--- config.mk ---
export PLATFORM = sky130hd
export DESIGN_NAME = yserial_addsub
export DESIGN_NICKNAME = d
export VERILOG_FILES = /design/src/rtl/yarith_pkg.sv /design/src/rtl/yfa_cell.sv /design/src/rtl/yserial_addsub.sv
export SDC_FILE = /design/constraint.sdc
export NUM_CORES = 1
export LEC_CHECK = 0
export ABC_CLOCK_PERIOD_IN_PS = 2900
export CAP_MARGIN = 10
export CORE_AREA = 5 5 60 62
export CTS_CLUSTER_DIAMETER = 30
export DETAILED_ROUTE_END_ITERATION = 8
export DIE_AREA = 0 0 65 67
export GPL_ROUTABILITY_DRIVEN = 0
export HOLD_SLACK_MARGIN = 0.12
export PLACE_DENSITY_LB_ADDON = 0.3
export SYNTH_ARGS = -nofsm -noshare
export SYNTH_HDL_FRONTEND = slang
export SYNTH_SLANG_ARGS = --single-unit
--- constraint.sdc ---
create_clock -name clk -period 2.9 [get_ports clk]
set_input_delay 0.435 -clock clk [delete_from_list [all_inputs] [get_ports clk]]
set_output_delay 0.435 -clock clk [all_outputs]
set_load 0.05 [all_outputs]
--- src/rtl/yarith_pkg.sv ---
// Shared types and constants for the bit-serial arithmetic blocks.
package yarith_pkg;

    typedef enum logic [1:0] {
        IDLE  = 2'd0,
        SHIFT = 2'd1,
        DONE  = 2'd2
    } state_t;

    localparam int W_DEFAULT = 8;

    function automatic int cnt_width(input int w);
        return (w > 1) ? $clog2(w) : 1;
    endfunction

endpackage

--- src/rtl/yfa_cell.sv ---
// Single-bit full adder cell; the only combinational arithmetic in the serial datapath.
module yfa_cell (
    input  logic a,
    input  logic b,
    input  logic cin,
    output logic s,
    output logic cout
);

    assign s    = a ^ b ^ cin;
    assign cout = (a & b) | (a & cin) | (b & cin);

endmodule

--- src/rtl/yserial_addsub.sv ---
// Bit-serial add/subtract: operands shift LSB-first through one full-adder cell,
// one bit per clock, with the carry held in a register between bits.
module yserial_addsub
    import yarith_pkg::*;
#(
    parameter int W = W_DEFAULT
) (
    input  logic         clk,
    input  logic         reset,
    input  logic         start,
    input  logic         sub,
    input  logic [W-1:0] a,
    input  logic [W-1:0] b,
    output logic         busy,
    output logic         done,
    output logic [W-1:0] z,
    output logic         cout,
    output logic         ovf
);

    localparam int CW = cnt_width(W);
    localparam logic [CW-1:0] LAST = CW'(W - 1);

    state_t        state, state_nxt;
    logic [W-1:0]  ra, rb;
    logic          carry;
    logic [CW-1:0] cnt;
    logic          fa_s, fa_c;

    yfa_cell u_fa (
        .a    (ra[0]),
        .b    (rb[0]),
        .cin  (carry),
        .s    (fa_s),
        .cout (fa_c)
    );

    always_comb begin
        state_nxt = state;
        case (state)
            IDLE:    if (start) state_nxt = SHIFT;
            SHIFT:   if (cnt == LAST) state_nxt = DONE;
            DONE:    state_nxt = IDLE;
            default: state_nxt = IDLE;
        endcase
    end

    always_ff @(posedge clk or posedge reset) begin
        if (reset) begin
            state <= IDLE;
            ra    <= '0;
            rb    <= '0;
            carry <= 1'b0;
            cnt   <= '0;
            z     <= '0;
            cout  <= 1'b0;
            ovf   <= 1'b0;
        end else begin
            state <= state_nxt;
            case (state)
                IDLE: begin
                    if (start) begin
                        // Subtraction is a + ~b + 1: the +1 rides in as the initial carry.
                        ra    <= a;
                        rb    <= sub ? ~b : b;
                        carry <= sub;
                        cnt   <= '0;
                    end
                end
                SHIFT: begin
                    ra    <= ra >> 1;
                    rb    <= rb >> 1;
                    z     <= {fa_s, z[W-1:1]};
                    carry <= fa_c;
                    cnt   <= cnt + 1'b1;
                    if (cnt == LAST) begin
                        cout <= fa_c;
                        ovf  <= carry ^ fa_c;
                    end
                end
                default: ;
            endcase
        end
    end

    assign busy = (state != IDLE);
    assign done = (state == DONE);

endmodule

==> metrics.cfg, run 1 <==
[die]
start_util=0.511
core-area_sq_um=2980
rows=20
io_pins=32
die-width_microns=65
fp.dieArea_sq_um=4360
dieHeight_microns=67

[setup_path]
crit_type=reg -> out
critPathLaunchType=flop
crit_arrival_ns=2.09
worstPathRequired_ns=2.47
cp_max_fo=23
cp-end-kind=output pin

[global_route]
busiest_layer=met2
overflow=0
grt_usage=0.151
use_met3=0.0573
grt_max_degree=33
grt.met1_usage=0.181
grt_pass1_vias=1104
grt_pass1_wl_microns=4960
antenna_found_initial=0
met2_usage=0.248

[synthesis]
synth.avg_cell_area_sq_um=10.6
syn_nets=167
yosysTopAreaCellShare=0.526
yosys_warnings=0
seq_area_frac_synth=0.526
syn_area_sq_um=1520
yosys-top-cells-area=dfrtp_1 (53%), nand2_1 (8.9%), and3b_1 (6.3%)
synthDistinctLibCells=26
syn_inst=144
ys_seq_elements=32
synth.largest_area_cell=dfrtp_1

[detailed_routing]
drc=0
viasPerCell=5.34
wire_per_inst_microns=13.9
final_antenna_net_count=0
drt-pass1-iter-count=4
drtIter0Drc=70
vias=1116
wl_microns=2900

[finish]
layout-drive-gt1-share=0.0625
nFillCells=255
finalNonFillerCells=209
layout_commonest_cell=nand2_1
final_cell_mix=nand2_1 (36), dfrtp_1 (32), clkdlybuf4s50_1 (31), and3b_1 (11)
layout.nets=198
n_antenna_cell=0
area_delta_synth_final_pct=24.2

[timing]
fin_worst_skew_ns=0.00333
fin_setup_tns_ns=0
worst_pin_slew_ns=0.647
finalMaxSlewViolations=0
slew_headroom=0.568
hold_viol=0
fin_crit_sh=0.870
min_period_ns=2.52
rsz0062_at_grt=false
setup_viol_count_final=0
fin_ws_ns=0.377
max_freq_mhz=396

[clocking]
cts_resized=0
postCtsHoldBufs=0
root_buffer=clkbuf_4
cts.sinks=32
clockBufferDepth=2
clk_pin_slew_ns=0.09
htree_num_levels=2
cts_tree=built
cts_buffers=5
cts_setup_buffers=0
clock_latency_ns=0.32

[placed_design]
dpl.cell_count=201
dpl.hpwl_microns=2040
place_worst_setup_slack_ns=0.743
port_buffers=31

[run]
cap_violations=0

[hold_path]
hold_path_class=reg -> reg

[power]
p_per_area_nw_per_um2=1010
leakagePower_nw=0.916
peakVddDrop_mv=0.541

[run_status]
status=finished clean

path summary, 6_finish.rpt:
check	startpoint	end	slack, ns	depth (start not counted)
worst max-delay path	state[1]	done	0.38	2
worst min-delay path	z[0]	z[0]	0.48	2
worst max register to register	state[1]	rb[6]	1.33	3
worst min register to register	z[0]	z[0]	0.48	2
max in group asynchronous	reset	state[1]	2.13	3
min in group asynchronous	reset	z[7]	0.49	3
cell type report:
type | count | area (sq um) | share of cell area
Timing Repair Buffer | 34 | 333 | 0.176
Inverter | 2 | 7.51 | 0.00397
Sequential cell | 32 | 801 | 0.423
Clock buffer | 8 | 58.8 | 0.0311
Tap cell | 33 | 41.3 | 0.0218
Multi-Input combinational cell | 100 | 651 | 0.344
kinds of logic (layout without fill, tap and decap cells):
logic type               after synthesis  after routing  synth area share
AND/OR/NAND/NOR                       56             56             0.198
AO/OA/AOI/OAI                         31             31             0.141
adder cells (fa/ha/maj)                3              3            0.0296
buffers and inverters                 12             44            0.0468
XOR/XNOR                               9              9            0.0518
multiplexers                           1              1           0.00739
flip-flops                            32             32             0.526
state kept, by name, summed over array words and instances (netlist names):
| signal | flops |
|---|---|
| rb | 8 |
| cout | 1 |
| ovf | 1 |
| carry | 1 |
| state | 2 |
| ra | 8 |
| cnt | 3 |
| z | 8 |
routing by layer:
layer	wire length [microns]	vias up
met2	1460	33
met4	12	0
li1	-	554
met5	0	-
met3	185	2
met1	1240	527
synth_stat cells (all sizes together):
library cell	number
dfrtp	32
nand2b	3
xnor2	1
nand2	36
a21oi	5
ha	2
and3b	11
inv	2
nor2b	3
mux2	1
a221o	7
xor2	8
buf	8
o21ai	11
a22o	3
or2	1
fa	1
o21bai	1
nand3b	1
a22oi	4
nor2	1
clkbuf	2
worst max-delay path, stage by stage (launching register included):
cell	delay (ns)
dfrtp_1	0.75
nor2b_1	0.21
clkdlybuf4s50_1	0.81
report_power, final:
part	leakage (nW)	internal, mW	switching (mW)
sequential	0.411	0.626	0.124
clock	0.0326	0.120	0.136
combinational	0.472	0.359	0.540
total	0.916	1.11	0.800
stage by stage:
| stage | hold WS [ns] | util | total power, mW | cell area [sq um] |
|---|---|---|---|---|
| floorplan | 0.450 | - | 1.42 | 1520 |
| global placement | 0.459 | 0.616 | 1.62 | 1830 |
| finish | 0.479 | 0.635 | 1.91 | 1890 |
| global route | 0.506 | 0.635 | 2.06 | 1890 |
| CTS | 0.484 | 0.635 | 1.93 | 1890 |
| detailed placement | 0.462 | 0.616 | 1.67 | 1830 |
Note: power is estimated with default switching activity, not from simulation.
==> run 2: changes to the inputs <==
--- a/config.mk
+++ b/config.mk
@@ -6,7 +6,7 @@
 export NUM_CORES = 1
 export LEC_CHECK = 0
 export ABC_CLOCK_PERIOD_IN_PS = 2900
-export CAP_MARGIN = 10
+export CAP_MARGIN = 20
 export CORE_AREA = 5 5 60 62
 export CTS_CLUSTER_DIAMETER = 30
 export DETAILED_ROUTE_END_ITERATION = 8
==> results of run 2 <==
The final DEF is identical to that of run 1; final timing and power are the same.
==> run 3: changes to the inputs <==
--- a/config.mk
+++ b/config.mk
@@ -5,12 +5,14 @@
 export SDC_FILE = /design/constraint.sdc
 export NUM_CORES = 1
 export LEC_CHECK = 0
-export ABC_CLOCK_PERIOD_IN_PS = 2900
+export ABC_CLOCK_PERIOD_IN_PS = 2300
 export CAP_MARGIN = 20
-export CORE_AREA = 5 5 60 62
+export CELL_PAD_IN_SITES_DETAIL_PLACEMENT = 2
+export CELL_PAD_IN_SITES_GLOBAL_PLACEMENT = 2
+export CORE_AREA = 5 5 80 82
 export CTS_CLUSTER_DIAMETER = 30
 export DETAILED_ROUTE_END_ITERATION = 8
-export DIE_AREA = 0 0 65 67
+export DIE_AREA = 0 0 85 87
 export GPL_ROUTABILITY_DRIVEN = 0
 export HOLD_SLACK_MARGIN = 0.12
 export PLACE_DENSITY_LB_ADDON = 0.3
==> constraint.sdc (replaced) <==
create_clock -name clk -period 2.3 [get_ports clk]
set_input_delay 0.345 -clock clk [delete_from_list [all_inputs] [get_ports clk]]
set_output_delay 0.345 -clock clk [all_outputs]
set_load 0.05 [all_outputs]
==> run 3 against run 2 <==
Effect of this change: cell count rose by 21%; clock power rose by 130%; setup slack improved by 0.048 ns; clock-buffer cell count fell by 1; routed wire length rose by 40%; combinational power rose by 30%; hold slack got worse by 0.038 ns; largest cell class unchanged; largest power group unchanged; highest routed layer unchanged.
==> metrics.cfg, run 3 (synthesis gave the netlist of run 1 again) <==
[finish]
final_cell_mix=nand2_1 (36), dfrtp_1 (32), clkdlybuf4s50_1 (29), and3b_1 (11)
layout-drive-gt1-share=0.0955  ; +0.0330
layout.nets=200  ; +1.0%
fin_util=0.356  ; -0.279
reg_top3=ra (8), rb (8), z (8)
layout_commonest_cell=nand2_1
finalNonFillerCells=253  ; +21%
n_antenna_cell=0  ; unchanged
area_delta_synth_final_pct=32.8

[setup_path]
crit_arrival_ns=1.53  ; -0.56 ns
cp_max_fo=23  ; unchanged
worstPathRequired_ns=1.96  ; -0.51 ns
critPathSlowestCell=dfrtp_1
max_stage_delay_ns=0.80  ; about the same
critPathLaunchType=flop
cp-end-kind=output pin
crit_chain=or2_1 -> buf_4
path_buf_inv=1  ; unchanged
path_delay_family=flip-flops
crit_type=reg -> out

[detailed_routing]
drt-pass1-iter-count=3  ; -1
vias=1171  ; +4.9%
drc=0  ; unchanged
final_antenna_net_count=0  ; unchanged
wire_per_inst_microns=16.0  ; +16%
wl_microns=4060  ; +40%
drtIter0Drc=50  ; -29%
viasPerCell=4.63  ; -13%

[clocking]
cts_setup_buffers=0  ; unchanged
cts_buffers=5  ; unchanged
root_buffer=clkbuf_8
cts.sinks=32  ; unchanged
clock_latency_ns=0.28  ; -0.04 ns
cts_resized=0  ; unchanged
clockBufferDepth=2  ; unchanged
clk_pin_slew_ns=0.07  ; -0.02 ns
cts_tree=built
postCtsHoldBufs=0  ; unchanged
htree_num_levels=2  ; unchanged

[die]
io_pins=32  ; unchanged
fp.dieArea_sq_um=7400  ; +70%
core-area_sq_um=5680  ; +91%
start_util=0.268  ; -0.243
dieHeight_microns=87  ; +30%
die-width_microns=85  ; +31%
rows=28  ; +40%

[placed_design]
place_worst_setup_slack_ns=0.489  ; -0.253 ns
port_buffers=31  ; unchanged
dpl.cell_count=245  ; +22%
dpl.hpwl_microns=2950  ; +45%

[power]
p_per_area_nw_per_um2=1360  ; +35%
leakagePower_nw=0.960  ; +4.8%
peakVddDrop_mv=0.482  ; -11%

[global_route]
antenna_found_initial=0  ; unchanged
grt_pass1_vias=1409  ; +28%
overflow=0  ; unchanged
grt_pass1_wl_microns=7180  ; +45%
grt_max_degree=33  ; unchanged
grt_usage=0.124  ; -0.0266

[timing]
worst_pin_slew_ns=0.706  ; +0.0593 ns
finalMaxSlewViolations=0  ; unchanged
fin_ws_ns=0.426  ; +0.0484 ns
setup_viol_count_final=0  ; unchanged
fin_crit_sh=0.815
fin_worst_skew_ns=0.00580  ; +0.00247 ns
min_period_ns=1.87
slew_headroom=0.529  ; -0.0387
hold_viol=0  ; unchanged
rsz0062_at_grt=false
fin_setup_tns_ns=0  ; unchanged
hold-worst-slack_ns=0.441  ; -0.0378 ns
max_freq_mhz=534

[run_status]
status=finished clean

[hold_path]
hold_path_class=in -> async

[run]
cap_violations=0  ; unchanged

-- run 3: cell types whose count changed in the layout (fill, tap and decap cells not counted) --
cell and change:
clkbuf_8 +6, clkbuf_4 -5, buf_4 +4, bufinv_16 +1, clkbuf_1 -2, clkdlybuf4s50_1 -2
-- run 3: worst reg2reg max path, cell delays in order, from the launching register on --
cell and delay, ns:
dfrtp_1 0.65, o21bai_1 0.31, buf_4 0.22, a221o_1 0.37
-- run 3: layout make-up --
type	count	area [sq um]
timing repair buffer	36	343
tap	75	93.8
sequential	32	801
clock inverter	1	30.0
inverter	2	7.51
multi-input combinational	100	651
fill	630	3650
clock buffer	7	96.3
-- run 3: final timing paths --
| path | from | to | cells after the start | slack, ns |
|---|---|---|---|---|
| max | state[1] | busy | 2 | 0.43 |
| min | reset | z[1] | 3 | 0.44 |
| max reg2reg | state[1] | rb[4] | 3 | 0.64 |
| min reg2reg | ra[5] | ra[5] | 2 | 0.49 |
| max in group asynchronous | reset | ra[6] | 3 | 1.56 |
| min in group clk | ra[5] | ra[5] | 2 | 0.49 |
-- run 3: per-stage QoR --
step	total power, mW	instance area, sq um
6_report	2.75	2020
5_1_grt	2.97	2020
4_1_cts	2.81	2020
3_5_place_dp	2.20	1900
3_3_place_gp	2.11	1900
2_1_floorplan	1.79	1520
-- run 3: power by group --
group	internal, mW	switching, mW
Clock	0.382	0.214
Combinational	0.469	0.698
Sequential	0.791	0.199
Total	1.64	1.11
-- run 3: layer usage --
metal,wire (microns),vias up,GRT usage
met5,0,-,0
met4,64,0,0.0432
met3,175,7,0.0350
met2,2030,26,0.212
met1,1790,582,0.149
li1,-,556,-
